### src/rtl/ssd_scan_driver.sv
// Multiplexed common-anode seven-segment scanner with double-buffered display data,
// per-digit enable, blink and decimal point. All pin outputs are registered and active-low.
module ssd_scan_driver #(
    parameter int NUM_DIGITS     = 8,
    parameter int SCAN_DIV_BITS  = 18,
    parameter int BLINK_DIV_BITS = 25,
    localparam int IDX_W = (NUM_DIGITS > 1) ? $clog2(NUM_DIGITS) : 1
) (
    input  logic                      Clk,
    input  logic                      reset_n,
    input  logic                      load,
    input  logic [4*NUM_DIGITS-1:0]   digits_in,
    input  logic [NUM_DIGITS-1:0]     digit_en,
    input  logic [NUM_DIGITS-1:0]     blink_mask,
    input  logic [NUM_DIGITS-1:0]     dp_in,
    output logic [NUM_DIGITS-1:0]     An,
    output logic [6:0]                Cathodes,
    output logic                      Dp,
    output logic [IDX_W-1:0]          scan_idx,
    output logic                      frame_done,
    output logic                      pending
);

    localparam logic [IDX_W-1:0] LAST_IDX = IDX_W'(NUM_DIGITS - 1);

    logic [SCAN_DIV_BITS-1:0]  r_prescale;
    logic [BLINK_DIV_BITS-1:0] r_blink;
    logic [IDX_W-1:0]          r_scan_idx;
    logic                      r_frame_done;
    logic                      r_pending;

    logic [4*NUM_DIGITS-1:0]   r_stg_digits;
    logic [NUM_DIGITS-1:0]     r_stg_en;
    logic [NUM_DIGITS-1:0]     r_stg_bm;
    logic [NUM_DIGITS-1:0]     r_stg_dp;
    logic [4*NUM_DIGITS-1:0]   r_act_digits;
    logic [NUM_DIGITS-1:0]     r_act_en;
    logic [NUM_DIGITS-1:0]     r_act_bm;
    logic [NUM_DIGITS-1:0]     r_act_dp;

    logic [NUM_DIGITS-1:0]     r_an;
    logic [6:0]                r_cath;
    logic                      r_dp;

    logic                      w_tick;
    logic                      w_wrap;
    logic                      w_blink_phase;
    logic [3:0]                w_hex;
    logic                      w_en;
    logic                      w_bm;
    logic                      w_dp;
    logic                      w_blank;

    function automatic logic [6:0] decode(input logic [3:0] hex);
        case (hex)
            4'h0: decode = 7'b0000001;
            4'h1: decode = 7'b1001111;
            4'h2: decode = 7'b0010010;
            4'h3: decode = 7'b0000110;
            4'h4: decode = 7'b1001100;
            4'h5: decode = 7'b0100100;
            4'h6: decode = 7'b0100000;
            4'h7: decode = 7'b0001111;
            4'h8: decode = 7'b0000000;
            4'h9: decode = 7'b0000100;
            4'hA: decode = 7'b0001000;
            4'hB: decode = 7'b1100000;
            4'hC: decode = 7'b0110001;
            4'hD: decode = 7'b1000010;
            4'hE: decode = 7'b0110000;
            default: decode = 7'b0111000;
        endcase
    endfunction

    assign w_tick        = &r_prescale;
    assign w_wrap        = w_tick && (r_scan_idx == LAST_IDX);
    assign w_blink_phase = r_blink[BLINK_DIV_BITS-1];

    // Loop-based select avoids out-of-range indexing when NUM_DIGITS is not a power of two.
    always_comb begin
        w_hex = 4'h0;
        w_en  = 1'b0;
        w_bm  = 1'b0;
        w_dp  = 1'b0;
        for (int i = 0; i < NUM_DIGITS; i++) begin
            if (r_scan_idx == IDX_W'(i)) begin
                w_hex = r_act_digits[4*i +: 4];
                w_en  = r_act_en[i];
                w_bm  = r_act_bm[i];
                w_dp  = r_act_dp[i];
            end
        end
    end

    assign w_blank = !w_en || (w_bm && w_blink_phase);

    // load is a single-cycle strobe with no back-pressure: it always lands in staging,
    // and staging is promoted to active only on the frame wrap, so a frame never tears.
    always_ff @(posedge Clk or negedge reset_n) begin
        if (!reset_n) begin
            r_prescale   <= '0;
            r_blink      <= '0;
            r_scan_idx   <= '0;
            r_frame_done <= 1'b0;
            r_pending    <= 1'b0;
            r_stg_digits <= '0;
            r_stg_en     <= '0;
            r_stg_bm     <= '0;
            r_stg_dp     <= '0;
            r_act_digits <= '0;
            r_act_en     <= '0;
            r_act_bm     <= '0;
            r_act_dp     <= '0;
            r_an         <= '1;
            r_cath       <= 7'h7F;
            r_dp         <= 1'b1;
        end else begin
            r_prescale   <= r_prescale + SCAN_DIV_BITS'(1);
            r_blink      <= r_blink + BLINK_DIV_BITS'(1);
            r_frame_done <= w_wrap;

            if (w_wrap) begin
                r_scan_idx <= '0;
            end else if (w_tick) begin
                r_scan_idx <= r_scan_idx + IDX_W'(1);
            end

            if (w_wrap) begin
                r_act_digits <= r_stg_digits;
                r_act_en     <= r_stg_en;
                r_act_bm     <= r_stg_bm;
                r_act_dp     <= r_stg_dp;
            end

            // A load on the wrap edge keeps pending set: its data waits for the next frame.
            if (load) begin
                r_stg_digits <= digits_in;
                r_stg_en     <= digit_en;
                r_stg_bm     <= blink_mask;
                r_stg_dp     <= dp_in;
                r_pending    <= 1'b1;
            end else if (w_wrap) begin
                r_pending    <= 1'b0;
            end

            if (w_blank) begin
                r_an   <= '1;
                r_cath <= 7'h7F;
                r_dp   <= 1'b1;
            end else begin
                r_an   <= ~(NUM_DIGITS'(1) << r_scan_idx);
                r_cath <= decode(w_hex);
                r_dp   <= ~w_dp;
            end
        end
    end

    assign An         = r_an;
    assign Cathodes   = r_cath;
    assign Dp         = r_dp;
    assign scan_idx   = r_scan_idx;
    assign frame_done = r_frame_done;
    assign pending    = r_pending;

endmodule

### config.mk
export PLATFORM = sky130hd
export DESIGN_NAME = ssd_scan_driver
export DESIGN_NICKNAME = d
export VERILOG_FILES = /design/src/rtl/ssd_scan_driver.sv
export SDC_FILE = /design/constraint.sdc
export NUM_CORES = 1
export LEC_CHECK = 0
export ABC_AREA = 1
export BUFFER_PORTS_ARGS = -buffer_cell sky130_fd_sc_hd__buf_4
export CAP_MARGIN = 20
export CORE_MARGIN = 1
export CORE_UTILIZATION = 40
export CTS_CLUSTER_DIAMETER = 50
export DETAILED_ROUTE_END_ITERATION = 8
export HOLD_SLACK_MARGIN = 0.06
export SYNTH_ARGS = -nofsm -noshare
export SYNTH_HDL_FRONTEND = slang
export SYNTH_SLANG_ARGS = --single-unit
### constraint.sdc
create_clock -name Clk -period 4.66 [get_ports Clk]
set_input_delay 0 -clock Clk [delete_from_list [all_inputs] [get_ports Clk]]
set_output_delay 0 -clock Clk [all_outputs]
set_load 0.1 [all_outputs]
# Yosys cells after proc, flatten, opt, wreduce, memory -nomap -nowiden
# Memories as Yosys holds them, arrays and structs flattened.
# Index checks and enable logic that the tools add are counted.
classes:
  div_mod_pow: 0
  add_sub_neg: 3
  bitwise_logic: 2
  mux: 39
  n_shift: 1
  magnitude_cmp: 0
  multipliers: 0
  eq_ne: 7
  n_reduce_logical: 8
ops:
  columns: ["cell", "count"]
  rows:
  - ["$mux 4", 8]
  - ["$mux 1", 27]
  - ["$add 25x1->25 const B", 1]
  - ["$add 18x1->18 const B", 1]
  - ["$reduce_and 18->1", 1]
  - ["$eq 3x3->1 const B", 4]
  - ["$mux 8", 1]
  - ["$not 8->8", 1]
  - ["$shl 1x3->8 const A", 1]
  - ["$mux 7", 1]
  - ["$eq 3x2->1 const B", 2]
  - ["$mux 3", 2]
  - ["$reduce_bool 2->1", 2]
  - ["$add 3x1->3 const B", 1]
  - ["$eq 3x1->1 const B", 1]
  - ["$logic_not 3->1", 1]
  - ["$logic_and 1x1->1", 2]
  - ["$logic_not 1->1", 1]
  - ["$logic_or 1x1->1", 1]
  - ["$not 1->1", 1]
word_totals:
  in_bits: 59
  word_cells: 77
  regBits: 176
  n_memories: 1
  ramBits: 0
  out_inout_bits: 21
  romBits: 112
  latchBits: 0
mem_list:
  columns: ["name", "depth", "word_bits", "rd", "rd_clocked_by_memory_dff", "write_ports", "line", "source"]
  rows:
  - ["(no name shown)", 16, 7, 1, 0, 0, "55", "case (hex)"]

# Longest topological paths before layout
# Gate-level depths: netlist of the first run.
depth:
  depth_word: 12
  mapped_depth: 21

# Least setup slack after synthesis of the first run
# OpenSTA, ideal clock, no wires.
synth_timing:
  path_type: "reg-to-reg"
  start: "register r_scan_idx[2] (netlist: scan_idx[2])"
  end: "register r_cath[3] (netlist: Cathodes[3])"
  path_stages_with_launch: 18
  setup_time_ps: 83
  slack_ps: 1494
  arrival_ps: 3084
  period_less_slack_ps: 3166
  path_cell_list: "dfrtp_1 -> buf_2 -> inv_1 -> ha_1 -> inv_1 -> clkbuf_1 -> o21ai_0 -> inv_1 -> nand2_1 -> nand2_1 -> nand2_1 -> a21boi_1 -> inv_1 -> ha_1 -> nand3_1 -> nand2_1 -> nand2_1 -> nand3_1"
synth_via:
  elab_chain_cells: 12
  word_cells_on_any_way: 37
  classes_between: "eq/ne: 7; mux: 25; reduce/logical: 4; memory: 1"
synth_lines:
  columns: ["element", "line", "source"]
  rows:
  - ["start, declared", "28", "logic [IDX_W-1:0] r_scan_idx;"]
  - ["start signal, assigned", "125", "r_scan_idx <= r_scan_idx + IDX_W'(1);"]
  - ["parallel branches: the longest is 11 deep, another holds $mem_v2 16x7", null, null]
  - ["$mux 7 (*)", "146", "if (w_blank) begin"]
  - ["end signal, assigned", "152", "r_cath <= decode(w_hex);"]
  - ["end, declared", "42", "logic [6:0] r_cath;"]
# Mark *: on every way between the ends.
# A chain may end at the register's enable or synchronous reset.

# Worst setup path after layout of the first run
# Same ends and word-level chain as after synthesis.

==> results.json, run 1 <==
{
  "synth_mux_area_share_pct": 0,
  "min_period_ps": 2870,
  "status": "complete, no violations",
  "yosysWarnings": 0,
  "syn_nets": 973,
  "synth_top_family_by_area": "simple AND/OR/NAND/NOR gates",
  "hold_path_class": "in -> reg",
  "finalHoldWorstSlack_ps": 61.7,
  "p_sw_share_pct": 22.0,
  "grt_pass1_vias": 5787,
  "die-area_um2": 20000,
  "endpoint_kind": "flip-flop",
  "place_congestion": 0.803,
  "crit_path_frequent_cell": "nand2_1",
  "slew_headroom_pct": 41.4,
  "critical_path.startpoint_type": "flip-flop",
  "postCtsSetupRepairBufs": 0,
  "hold_viol_final": 0,
  "rsz0062_at_grt": "no",
  "core_area_um2": 18900,
  "crit_fanout": 11,
  "drc": 0,
  "leakage_nw": 4.89,
  "power_density_nw_per_um2": 321,
  "vias": 5946,
  "synth_area_um2": 7790,
  "cap_violations": 0,
  "pwr-share-comb_pct": 5.5,
  "portBuffers": 79,
  "fin_crit_sh_pct": 61.5,
  "clk_latency_ps": 430,
  "wire_per_inst_um": 12.8,
  "setup-tns-final_ps": 0,
  "max_freq_mhz": 349,
  "p_seq_share_pct": 50.6,
  "die_x_um": 142,
  "placementRows": 50,
  "num-nets-final": 1111,
  "synth_cell_type_count": 33,
  "synth-adder-area-share_pct": 2.25,
  "crit_chain": "inv_1 -> ha_1 -> inv_1 -> o21ai_0 -> inv_1 -> nand2_1 -> nand2_1 -> nand2_1 -> a21boi_1 -> inv_1 -> ha_1 -> nand3_1 -> nand2_1 -> nand2_1 -> nand3_1",
  "drive_gt1_share_pct": 13.5,
  "p_int_mw": 2.46,
  "final_max_slew_viol_count": 0,
  "clock_path_buffers": 2,
  "yosysSeqAreaShare_pct": 56.8,
  "syn_avg_cell_area_um2": 8.66,
  "critPathKind": "reg -> reg",
  "path_delay_family": "buffers and inverters",
  "final_cells": 1311,
  "dpl_cell_area_um2": 8580,
  "grt_usage_pct": 18.4,
  "grt_overflow": 0,
  "synth_seq_cells": 176,
  "synth_compound_gate_area_share_pct": 6.12,
  "p_switching_uw": 694,
  "synthCells": 900,
  "cts_buffers": 17,
  "synth-xor-area-share_pct": 4.27,
  "worst_pin_slew_ps": 880,
  "cts_sinks": 176,
  "fin_skew_ps": 9.33,
  "first_pass_iters": 4,
  "crit_slowest_cell": "dfrtp_1",
  "grt_first_pass_wirelength_mm": 28.7,
  "crit_buf_inv": 4,
  "ios": 80,
  "required_ps": 5020,
  "synthSimpleGateAreaFrac_pct": 23.9,
  "antenna_found_initial": 0,
  "die_h_um": 142,
  "grt_max_degree": 97,
  "drtIter0Drc": 438,
  "synth_ff_type": "dfrtp_1",
  "diodes": 0,
  "place_inst": 1211,
  "ant_nets": 0,
  "crit_path_max_incr_delay_ps": 540,
  "pwr-share-clk_pct": 43.9,
  "start_util_pct": 41.3,
  "cts_tree": "done",
  "async_flop_share_pct": 100,
  "h-tree-depth": 4,
  "drt-vias-per-instance": 4.54,
  "clk_pin_slew_ps": 70,
  "synth_edf_count": 0,
  "stdcell_area_um2": 9830,
  "cts-root-buf": "clkbuf_16",
  "setup_viol": 0,
  "area_growth_pct": 26.1,
  "dp_hpwl_mm": 11.1,
  "ir_drop_mv": 0.229,
  "routed_wl_mm": 16.8,
  "arrival_ps": 3230,
  "finish.utilization_pct": 52.0
}
-- final timing paths --
kind | from | end | slack, ps | depth (start not counted)
min in group asynchronous | reset_n | r_blink[2]$_DFF_PN0_ | 240 | 2
max | scan_idx[2]$_DFFE_PN0P_ | Cathodes[3]$_DFF_PN1_ | 1790 | 15
max in group asynchronous | reset_n | Cathodes[2]$_DFF_PN1_ | 3310 | 3
max reg2reg | scan_idx[2]$_DFFE_PN0P_ | Cathodes[3]$_DFF_PN1_ | 1790 | 15
min reg2reg | r_prescale[0]$_DFF_PN0_ | r_prescale[0]$_DFF_PN0_ | 450 | 1
min | load | r_stg_digits[10]$_DFFE_PN0P_ | 60 | 3
-- repair_timing --
action                                 in CTS  in global routing
hold buffers                               68                  0
resized for setup                           0                  0
endpoints found under the hold margin     150                  0
-- layer usage --
metal	track usage (%)	part of all wire (%)	wire, µm
met5	0	0	0
met4	5.77	1.3	220
met3	3.71	2.6	433
met2	28.4	46	7730
met1	25.9	50	8400
-- final cells by class --
type | instances | area, µm²
Clock buffer | 21 | 450
Clock inverter | 11 | 116
Fill cell | 1831 | 9060
Inverter | 87 | 327
Multi-Input combinational cell | 604 | 2860
Sequential cell | 176 | 4420
Tap cell | 260 | 325
Timing Repair Buffer | 152 | 1330
-- power groups by stage --
stage / Combinational (mW) / Sequential [mW] / Clock, mW
2_1_floorplan: 0.0491 / 1.62 / 0
6_report: 0.173 / 1.60 / 1.39
5_1_grt: 0.198 / 1.60 / 1.48
3_5_place_dp: 0.132 / 1.62 / 0
3_3_place_gp: 0.130 / 1.62 / 0
4_1_cts: 0.176 / 1.60 / 1.41
-- flip-flops by register name, indices dropped and copies added (netlist names), 18 cells and up --
signal        cells
r_act_digits     32
r_blink          25
r_prescale       18
r_stg_digits     32
-- worst reg2reg max path, cell delays in order (launching register included) --
cell	delay, ps
dfrtp_1	540
inv_1	210
ha_1	310
inv_1	250
o21ai_0	140
inv_1	60
nand2_1	50
nand2_1	60
nand2_1	70
a21boi_1	400
inv_1	130
ha_1	300
nand3_1	70
nand2_1	80
nand2_1	50
nand3_1	80
-- cell usage after synthesis, drive strengths merged, types with 6 or more instances --
cell / instances / share of area [%]
a21oi: 14 / 0.90
buf: 16 / 1.7
clkbuf: 17 / 0.82
dfrtp: 160 / 51
dfstp: 16 / 5.4
ha: 14 / 2.2
inv: 87 / 4.2
nand2: 369 / 18
nand3: 42 / 2.9
nand4: 6 / 0.48
nor2: 33 / 1.7
nor3: 8 / 0.71
o21ai: 71 / 4.6
xnor2: 11 / 1.2
xor2: 27 / 3.0
-- logic make-up after synthesis --
group,after synthesis
adder cells (fa/ha/maj),14
XOR/XNOR,38
AND/OR/NAND/NOR,460
AO/OA/AOI/OAI,92
flip-flops,176
buffers and inverters,120
-- layout by cell type (no fill, tap or decap), types with 3 or more instances in the layout --
cell / n
nand2_1: 367
dfrtp_1: 160
inv_1: 85
buf_4: 82
dlygate4sd3_1: 68
nand3_1: 40
o21ai_0: 39
o21ai_1: 32
nor2_1: 30
xor2_1: 27
clkbuf_16: 17
dfstp_2: 16
a21oi_1: 14
ha_1: 14
xnor2_1: 11
nand4_1: 6
nor3_1: 5
clkinv_2: 5
nor3_2: 3
clkinvlp_4: 3
clkbuf_1: 3
-- through the flow --
step           setup slack, ps  power, mW
6_report                  1790       3.15
2_1_floorplan             1490       1.67
5_1_grt                   1480       3.27
4_1_cts                   1800       3.19
3_3_place_gp              1850       1.75
3_5_place_dp              1820       1.75
(Power assumes the default switching activity.)
==> run 2: changes to the inputs <==
==> constraint.sdc (replaced) <==
create_clock -name Clk -period 2.9 [get_ports Clk]
set_input_delay 0 -clock Clk [delete_from_list [all_inputs] [get_ports Clk]]
set_output_delay 0 -clock Clk [all_outputs]
set_load 0.1 [all_outputs]
==> results.json, run 2 (synthesis gave the netlist of run 1 again) <==
{
  "status": "complete, no violations",
  "grt_max_degree": 73,
  "portBuffers": 79,
  "drc": 0,
  "crit_buf_inv": 3,
  "place_congestion": 0.874,
  "drt-vias-per-instance": 4.51,
  "antenna_found_initial": 0,
  "endpoint_kind": "flip-flop",
  "ant_nets": 0,
  "crit_path_frequent_cell": "nand2_1",
  "grt_usage_pct": 18.1,
  "ir_drop_mv": 0.368,
  "num-nets-final": 1107,
  "critical_path.startpoint_type": "flip-flop",
  "setup_viol": 0,
  "clk_latency_ps": 430,
  "cts_buffers": 17,
  "worst_pin_slew_ps": 652,
  "crit_fanout": 6,
  "placementRows": 50,
  "path_delay_family": "simple AND/OR/NAND/NOR gates",
  "crit_path_max_incr_delay_ps": 430,
  "cap_violations": 0,
  "leakage_nw": 4.90,
  "setup-tns-final_ps": 0,
  "grt_first_pass_wirelength_mm": 28.2,
  "start_util_pct": 41.3,
  "diodes": 0,
  "vias": 5897,
  "cts_tree": "done",
  "wl_met1_mm": 8.23,
  "first_pass_iters": 5,
  "wl_met2_mm": 7.74,
  "slew_headroom_pct": 56.5,
  "rsz0062_at_grt": "no",
  "hold_path_class": "in -> async",
  "grt_pass1_vias": 5684,
  "required_ps": 3250,
  "dr_wl_met3_um": 608,
  "min_period_ps": 2620,
  "power_density_nw_per_um2": 520,
  "mostFrequentLayoutCells": "367 x nand2_1, 157 x dfrtp_1, 89 x buf_4",
  "crit_chain": "inv_1 -> ha_1 -> inv_1 -> nor2_1 -> nand2_1 -> nand3_1 -> nand2_1 -> nand2_1 -> nand2_1 -> a21boi_2 -> inv_1 -> ha_1 -> nand3_1 -> nand2_1 -> nand2_1 -> nand3_1",
  "ios": 80,
  "area_growth_pct": 25.7,
  "finalHoldWorstSlack_ps": 101,
  "grt_overflow": 0,
  "dp_hpwl_mm": 11.1,
  "fin_crit_sh_pct": 90.4,
  "reg_top3": "r_act_digits: 32 flops, r_stg_digits: 32 flops, r_blink: 25 flops",
  "routed_wl_mm": 16.8,
  "wire_per_inst_um": 12.8,
  "cts-root-buf": "clkbuf_16",
  "crit_slowest_cell": "dfrtp_2",
  "fin_skew_ps": 8.55,
  "die_x_um": 142,
  "h-tree-depth": 4,
  "max_freq_mhz": 382,
  "final_common_cell": "nand2_1",
  "clk_pin_slew_ps": 60,
  "clock_path_buffers": 2,
  "top_layer": "met4",
  "arrival_ps": 2970,
  "die-area_um2": 20000,
  "drtIter0Drc": 322,
  "hold_viol_final": 0,
  "cts_sinks": 176,
  "die_h_um": 142,
  "drive_gt1_share_pct": 15.0,
  "final_max_slew_viol_count": 0,
  "critPathKind": "reg -> reg",
  "core_area_um2": 18900
}
-- run 2: cell type report --
class | instances | area (µm²)
tap | 260 | 325
inverter | 87 | 327
timing repair buffer | 148 | 1270
clock buffer | 22 | 484
multi-input combinational | 604 | 2870
clock inverter | 10 | 100
sequential | 176 | 4430
fill | 1865 | 9090
-- run 2: per-stage QoR --
stage                     area [µm²]  instances  util (%)  power [mW]  setup WS [ps]
after global placement          8640       1218      45.7        2.82            306
final                           9800       1307      51.9        5.09            280
after floorplan                 7800        900         -        2.68           31.0
after CTS                       9790       1307      51.8        5.15            179
after detailed placement        8640       1218      45.7        2.82            198
after global routing            9800       1307      51.9        5.29           22.0
-- run 2: path summary, 6_finish.rpt --
kind / startpoint / to / slack, ps / cells after the start
max in group asynchronous: reset_n / r_prescale[7]$_DFF_PN0_ / 1790 / 3
hold reg to reg: r_act_dp[7]$_DFFE_PN0P_ / Dp$_DFF_PN1_ / 450 / 1
hold / removal: reset_n / r_stg_en[5]$_DFFE_PN0P_ / 100 / 2
setup reg to reg: scan_idx[0]$_DFFE_PN0P_ / Cathodes[3]$_DFF_PN1_ / 280 / 16
setup / recovery: scan_idx[0]$_DFFE_PN0P_ / Cathodes[3]$_DFF_PN1_ / 280 / 16
min in group Clk: load / r_stg_digits[15]$_DFFE_PN0P_ / 140 / 4
-- run 2: repair_timing --
item,in CTS,in global routing
hold endpoints to repair,116,0
hold buffers,57,0
setup endpoints to repair,0,6
resized for setup,0,3
setup buffers,0,0
-- run 2: power breakdown --
part	switching, mW	internal [mW]
combinational	0.132	0.136
clock	0.980	1.28
sequential	0.0383	2.52
-- run 2: worst reg2reg max path, cell delays in order, from the launching register on --
cell	delay, ps
dfrtp_2	430
inv_1	130
ha_1	250
inv_1	50
nor2_1	290
nand2_1	90
nand3_1	90
nand2_1	60
nand2_1	60
nand2_1	100
a21boi_2	300
inv_1	130
ha_1	290
nand3_1	90
nand2_1	60
nand2_1	50
nand3_1	70
-- run 2: routing by layer --
| metal | global-route usage (%) | vias to the layer above |
|---|---|---|
| met5 | 0 | - |
| met4 | 5.15 | 0 |
| li1 | - | 3051 |
| met3 | 4.45 | 18 |
| met2 | 27.7 | 106 |
| met1 | 25.5 | 2722 |
